==> src/rtl/rom_reader_pkg.sv <==
// rom_reader_pkg: chip identifiers, widths and dump controller encodings shared by the ROM dump slice.
package rom_reader_pkg;
  localparam int IP3604 = 1;
  localparam int IP3601 = 2;
  localparam int IP3604_DATA_WIDTH = 8;
  localparam int IP3604_ADDRESS_WIDTH = 9;
  localparam int IP3601_DATA_WIDTH = 4;
  localparam int IP3601_ADDRESS_WIDTH = 8;
  localparam int RECORD_BYTES = 3;
  typedef enum logic [2:0] {IDLE, RST_RDR, SETTLE, CHECK, SEND, INC_HI, FINISH} dump_state_t;
  typedef enum logic [1:0] {SEND_HI, SEND_LO, SEND_DAT} byte_sel_t;
endpackage

==> src/rtl/rom_dump_controller_if.sv <==
// rom_dump_controller_if: valid/ready byte stream from the dump controller towards the UART transmitter.
interface rom_dump_controller_if;
  logic [7:0] tx_data;
  logic tx_valid;
  logic tx_ready;
  modport master(output tx_data, output tx_valid, input tx_ready);
  modport slave(input tx_data, input tx_valid, output tx_ready);
endinterface

==> src/rtl/rom_dump_controller_record_tx.sv <==
// rom_record_tx: latches one {address, data} word and emits it as three bytes over valid/ready.
module rom_record_tx
  import rom_reader_pkg::*;
(
  input logic clk,
  input logic reset,
  input logic abort,
  input logic load,
  input logic [15:0] address,
  input logic [7:0] data,
  rom_dump_controller_if.master tx,
  output logic record_done
);
  logic [15:0] rec;
  byte_sel_t sel;
  assign record_done = tx.tx_valid && tx.tx_ready && sel == SEND_DAT;
  // The high address byte is presented straight from the load inputs; only the rest needs holding.
  always_ff @(posedge clk)
    if (reset || abort) begin
      tx.tx_valid <= 1'b0;
      tx.tx_data <= 8'h00;
      sel <= SEND_HI;
      rec <= 16'h0000;
    end else if (load) begin
      rec <= {address[7:0], data};
      tx.tx_data <= address[15:8];
      tx.tx_valid <= 1'b1;
      sel <= SEND_HI;
    end else if (tx.tx_valid && tx.tx_ready) begin
      tx.tx_valid <= sel != SEND_DAT;
      tx.tx_data <= sel == SEND_HI ? rec[15:8] : sel == SEND_LO ? rec[7:0] : tx.tx_data;
      sel <= sel == SEND_HI ? SEND_LO : SEND_DAT;
    end
endmodule

==> src/rtl/rom_dump_controller.sv <==
// rom_dump_controller: walks rom_reader through every word and streams a 3-byte record per word.
module rom_dump_controller
  import rom_reader_pkg::*;
#(
  parameter int DATA_WIDTH = 8,
  parameter int ADDRESS_WIDTH = 9,
  parameter int SETTLE_CYCLES = 16,
  parameter int PULSE_CYCLES = 2
) (
  input logic clk,
  input logic reset,
  input logic start,
  input logic abort,
  input logic [ADDRESS_WIDTH-1:0] address_line,
  input logic [DATA_WIDTH-1:0] data_line,
  output logic rom_reset_n,
  output logic increment_address,
  output logic decrement_address,
  rom_dump_controller_if.master tx,
  output logic busy,
  output logic done,
  output logic error
);
  localparam int CW = $clog2(SETTLE_CYCLES + PULSE_CYCLES + 2);
  dump_state_t state;
  logic [ADDRESS_WIDTH:0] index;
  logic [CW-1:0] cnt;
  logic match, last, load, record_done;
  assign match = address_line == index[ADDRESS_WIDTH-1:0];
  assign last = &index[ADDRESS_WIDTH-1:0];
  assign load = state == CHECK && match;
  assign decrement_address = 1'b0;
  rom_record_tx u_tx (
    .clk(clk),
    .reset(reset),
    .abort(abort),
    .load(load),
    .address(16'(address_line)),
    .data(8'(data_line)),
    .tx(tx),
    .record_done(record_done)
  );
  always_ff @(posedge clk)
    if (reset || abort) begin
      state <= IDLE;
      rom_reset_n <= 1'b1;
      increment_address <= 1'b0;
      busy <= 1'b0;
      done <= 1'b0;
      cnt <= '0;
      if (reset) begin
        error <= 1'b0;
        index <= '0;
      end
    end else
      case (state)
        // FINISH behaves like IDLE so a start coinciding with done begins the next dump at once.
        IDLE, FINISH: begin
          done <= 1'b0;
          state <= start ? RST_RDR : IDLE;
          if (start) begin
            rom_reset_n <= 1'b0;
            busy <= 1'b1;
            error <= 1'b0;
            index <= '0;
            cnt <= '0;
          end
        end
        RST_RDR:
          if (cnt == CW'(1)) begin
            rom_reset_n <= 1'b1;
            cnt <= '0;
            state <= SETTLE;
          end else cnt <= cnt + 1'b1;
        SETTLE:
          if (cnt == CW'(SETTLE_CYCLES - 1)) begin
            cnt <= '0;
            state <= CHECK;
          end else cnt <= cnt + 1'b1;
        CHECK:
          if (match) state <= SEND;
          else begin
            error <= 1'b1;
            busy <= 1'b0;
            state <= IDLE;
          end
        SEND:
          if (record_done) begin
            state <= last ? FINISH : INC_HI;
            done <= last;
            busy <= !last;
            increment_address <= !last;
          end
        INC_HI:
          if (cnt == CW'(PULSE_CYCLES - 1)) begin
            increment_address <= 1'b0;
            index <= index + 1'b1;
            cnt <= '0;
            state <= SETTLE;
          end else cnt <= cnt + 1'b1;
        default: state <= IDLE;
      endcase
endmodule

==> src/flat_wrapper.sv <==
// flat-port wrapper written by rule: the top's interface ports become plain ports
module rom_dump_controller_flat import rom_reader_pkg::*;
#(
  parameter int DATA_WIDTH = 8,
  parameter int ADDRESS_WIDTH = 9,
  parameter int SETTLE_CYCLES = 16,
  parameter int PULSE_CYCLES = 2
)
  (clk, reset, start, abort, address_line, data_line, rom_reset_n, increment_address, decrement_address, busy, done, error, tx_tx_data, tx_tx_valid, tx_tx_ready);
  rom_dump_controller_if tx_i ();
  input logic clk;
  input logic reset;
  input logic start;
  input logic abort;
  input logic [ADDRESS_WIDTH-1:0] address_line;
  input logic [DATA_WIDTH-1:0] data_line;
  output logic rom_reset_n;
  output logic increment_address;
  output logic decrement_address;
  output logic busy;
  output logic done;
  output logic error;
  output wire logic [$bits(tx_i.tx_data)-1:0] tx_tx_data;
  output wire logic [$bits(tx_i.tx_valid)-1:0] tx_tx_valid;
  input wire logic [$bits(tx_i.tx_ready)-1:0] tx_tx_ready;
  assign tx_tx_data = tx_i.tx_data;
  assign tx_tx_valid = tx_i.tx_valid;
  assign tx_i.tx_ready = tx_tx_ready;
  rom_dump_controller #(.DATA_WIDTH(DATA_WIDTH), .ADDRESS_WIDTH(ADDRESS_WIDTH), .SETTLE_CYCLES(SETTLE_CYCLES), .PULSE_CYCLES(PULSE_CYCLES)) u_core (.clk(clk), .reset(reset), .start(start), .abort(abort), .address_line(address_line), .data_line(data_line), .rom_reset_n(rom_reset_n), .increment_address(increment_address), .decrement_address(decrement_address), .tx(tx_i), .busy(busy), .done(done), .error(error));
endmodule
==> config.mk <==
export PLATFORM = sky130hd
export DESIGN_NAME = rom_dump_controller_flat
export DESIGN_NICKNAME = d
export VERILOG_FILES = /design/src/rtl/rom_reader_pkg.sv /design/src/rtl/rom_dump_controller_if.sv /design/src/rtl/rom_dump_controller_record_tx.sv /design/src/rtl/rom_dump_controller.sv /design/src/flat_wrapper.sv
export SDC_FILE = /design/constraint.sdc
export NUM_CORES = 1
export LEC_CHECK = 0
export BUFFER_PORTS_ARGS = -buffer_cell sky130_fd_sc_hd__buf_2
export CAP_MARGIN = 20
export CORE_MARGIN = 5
export CORE_UTILIZATION = 30
export DETAILED_ROUTE_END_ITERATION = 8
export PLACE_DENSITY = 0.52
export SLEW_MARGIN = 20
export SYNTH_ARGS = -nofsm -noshare
export SYNTH_HDL_FRONTEND = slang
export SYNTH_HIERARCHICAL = 1
export SYNTH_SLANG_ARGS = --single-unit
==> constraint.sdc <==
create_clock -name clk -period 4 [get_ports clk]
set_input_delay 0.4 -clock clk [delete_from_list [all_inputs] [get_ports clk]]
set_output_delay 0.4 -clock clk [all_outputs]
set_load 0.02 [all_outputs]
==> run_results.csv <==
group,metric,value,unit
power,intPower,0.7683,mW
run,drv_cap,0,
detailed_routing,drt_iter0_markers,136,
clock_tree,cts_root_buf,"clkbuf_8",
floorplanning,coreArea,8636,um2
timing,worst_pin_slew,0.8711,ns
yosys,ys.flop_type,"dfxtp_1",
power,clockPowerShare,0.404,
timing,slew_violations,0,
clock_tree,htree_levels,2,
detailed_routing,drtAntennaViolNets,0,
cells_and_area,final_cell_mix,"dfxtp_1 (39), buf_2 (35), nor2_1 (35)",
power,p_leak,1.197,nW
clock_tree,cts_tree,"yes",
clock_tree,post_cts_buffers,0,
clock_tree,cts_buffers,5,
power,p_sw,0.2317,mW
placement,dp_slack,1.544,ns
cells_and_area,fillCellCount,905,
cells_and_area,seq_area,1081,um2
yosys,synth_edf_count,10,
critical_path,crit_type,"flop to flop",
clock_tree,clock_latency,0.31,ns
timing,fin_tns_setup,0,ns
timing,finalCriticalPeriod,2.443,ns
yosys,ys_types,52,
timing,relSlewSlack,0.4193,
floorplanning,start_util,0.3035,
cells_and_area,nets,339,
timing,finalClockSkew,0.01949,ns
yosys,synth_area_per_cell,9.532,um2
cells_and_area,diodes,0,
cells_and_area,layout_commonest_cell,"dfxtp_1",
yosys,synth-warning-count,6,
global_route,antenna_found_initial,0,
timing,setup_violations,0,
detailed_routing,vias_per_cell,4.879,
timing,rsz0062_at_grt,"false",
critical_path,startpoint_type,"flop",
global_route,grt.overflow.total,0,
clock_tree,clkTransAtPathRegs,0.11,ns
floorplanning,io_pins,37,
detailed_routing,wl,6013,um
hold_path,holdCritPathClass,"primary input to flop",
detailed_routing,wl_per_cell,14.32,um
critical_path,endpoint_kind,"flop",
clock_tree,cts.repair.resized,0,
yosys,synth-seq-cells,49,
timing,holdWs,0.3190,ns
cells_and_area,final_util,0.3486,
timing,timing.final.hold_violations,0,
placement,numPortBuffers,35,
floorplanning,die_area,10710,um2
cells_and_area,multi_input_area,1430,um2
floorplanning,core.rowCount,34,
power,power.density,332.2,nW/um2
yosys,synth_cells,275,
detailed_routing,num_vias,2049,
clock_tree,cts_hold_repair.buffers,0,
floorplanning,die_x,103.5,um
placement,dpl.hpwl,4402,um
global_route,gr-usage-all-layers,0.1195,
placement,gp_congestion,0.7506,
cells_and_area,drive_above_1_share,0.1635,
run_status,outcome,"completed",
yosys,async_reset_ff_frac,0,
clock_tree,cts_buffer_depth,2,
global_route,grt_pass1_wl,10090,um
critical_path,cp_max_fo,20,
timing,fmax,409.4,MHz
yosys,yosysSeqAreaShare,0.4124,
detailed_routing,route.detailed.drc,0,
power,netSwitchingFraction,0.2317,
power,combPwrFrac,0.071,
global_route,grt_max_degree,23,
critical_path,critical_path_required,4.26,ns
detailed_routing,dr.pass1.iters,4,
floorplanning,die_y,103.5,um
timing,fin_ws,1.557,ns
critical_path,crit_arrival,2.70,ns
cells_and_area,area_delta_synth_final,14.84,%
global_route,grt_pass1_vias,1977,
power,pwr-share-seq,0.525,
timing,min_period_over_period,0.6107,
yosys,syn_area,2621,um2
power,ir_drop,0.1269,mV
clock_tree,cts.sinks,49,
## flip-flops by register name, summed over array words and instances, names as in the netlist
name and cells:
u_core/error 1, u_core/done 1, u_core/rom_reset_n 1, u_core/u_tx/rec 16
u_core/increment_address 1, u_core/busy 1, u_core/u_tx/sel 2, u_core/state 3
u_core/index 9, u_core/cnt 5, u_core/u_tx/tx.tx_data 8, u_core/u_tx/tx.tx_valid 1
## area by class of cell
class,instances,share of cell area
tap,108,0.04489
clock buffer,6,0.03117
timing repair buffer,37,0.06318
multi-input combinational,207,0.4751
sequential,49,0.3591
clock inverter,2,0.01288
inverter,11,0.01372
## critical path, cell delays in order, from the launching register on
cell,delay [ns]
dfxtp_1,0.71
nor2b_1,0.27
and3_1,0.20
nand3_1,0.13
inv_1,0.37
inv_1,0.10
a21oi_2,0.39
a32o_1,0.24
## synth_stat cells, drive strengths merged, types with 2 or more instances
cell type	n	share of area
dfxtp	39	0.30
nor2	35	0.050
mux2i	20	0.076
buf	14	0.035
xor2	13	0.043
nand2	12	0.017
inv	11	0.016
nand2b	11	0.026
edfxtp	10	0.11
a211o	9	0.030
a21oi	9	0.019
o21a	9	0.026
a32o	8	0.031
nand3	8	0.015
ha	6	0.029
a31oi	5	0.012
nand3b	5	0.014
nor2b	5	0.012
o21ai	5	0.0095
nor3	4	0.0076
nor3b	4	0.016
or2	4	0.0095
and3	3	0.0072
and4	2	0.0067
nand4	2	0.0048
nor4	2	0.0048
o31ai	2	0.0057
o32ai	2	0.0095
xnor2	2	0.0067
## metal layers
layer,global-route usage,share of wire,vias to the layer above
li1,-,-,1052
met2,0.1912,0.47,38
met5,0,0,-
met3,0.02482,0.046,7
met4,0.03486,0.012,0
met1,0.1625,0.47,952
## through the flow
step	total power, mW	cells	cell area (um2)
global route	1.047	420	3010
global placement	0.6076	412	2878
finish	1.000	420	3010
CTS	1.015	420	3010
detailed placement	0.6079	412	2878
floorplan	0.5793	282	2648
## cells by family after synthesis
logic type | synth area share
adders and majority gates | 0.02864
DFF | 0.4124
and+or+nand+nor | 0.2096
AOI/OAI and AO/OA | 0.1652
other | 0.001431
muxes | 0.08067
xor gates and xnor gates | 0.05012
buffers and inverters | 0.05202
## power by group through the flow
stage	logic [mW]	clock network, mW	registers, mW
global placement	0.0709	0	0.537
finish	0.0707	0.404	0.525
CTS	0.0715	0.419	0.525
detailed placement	0.0712	0	0.537
global route	0.0785	0.441	0.527
floorplan	0.0475	0	0.532
## final timing paths
check	from	to	slack (ns)	cells past startpoint
setup / recovery	u_core/state[1]$_SDFFE_PP0P_	u_core/u_tx/tx.tx_data[1]$_SDFFE_PP0P_	1.56	7
hold / removal	data_line[0]	u_core/u_tx/rec[0]$_SDFFE_PP0P_	0.32	3
hold reg to reg	u_core/u_tx/tx.tx_data[2]$_SDFFE_PP0P_	u_core/u_tx/tx.tx_data[2]$_SDFFE_PP0P_	0.48	1
setup reg to reg	u_core/state[1]$_SDFFE_PP0P_	u_core/u_tx/tx.tx_data[1]$_SDFFE_PP0P_	1.56	7
(Power assumes the default switching activity.)
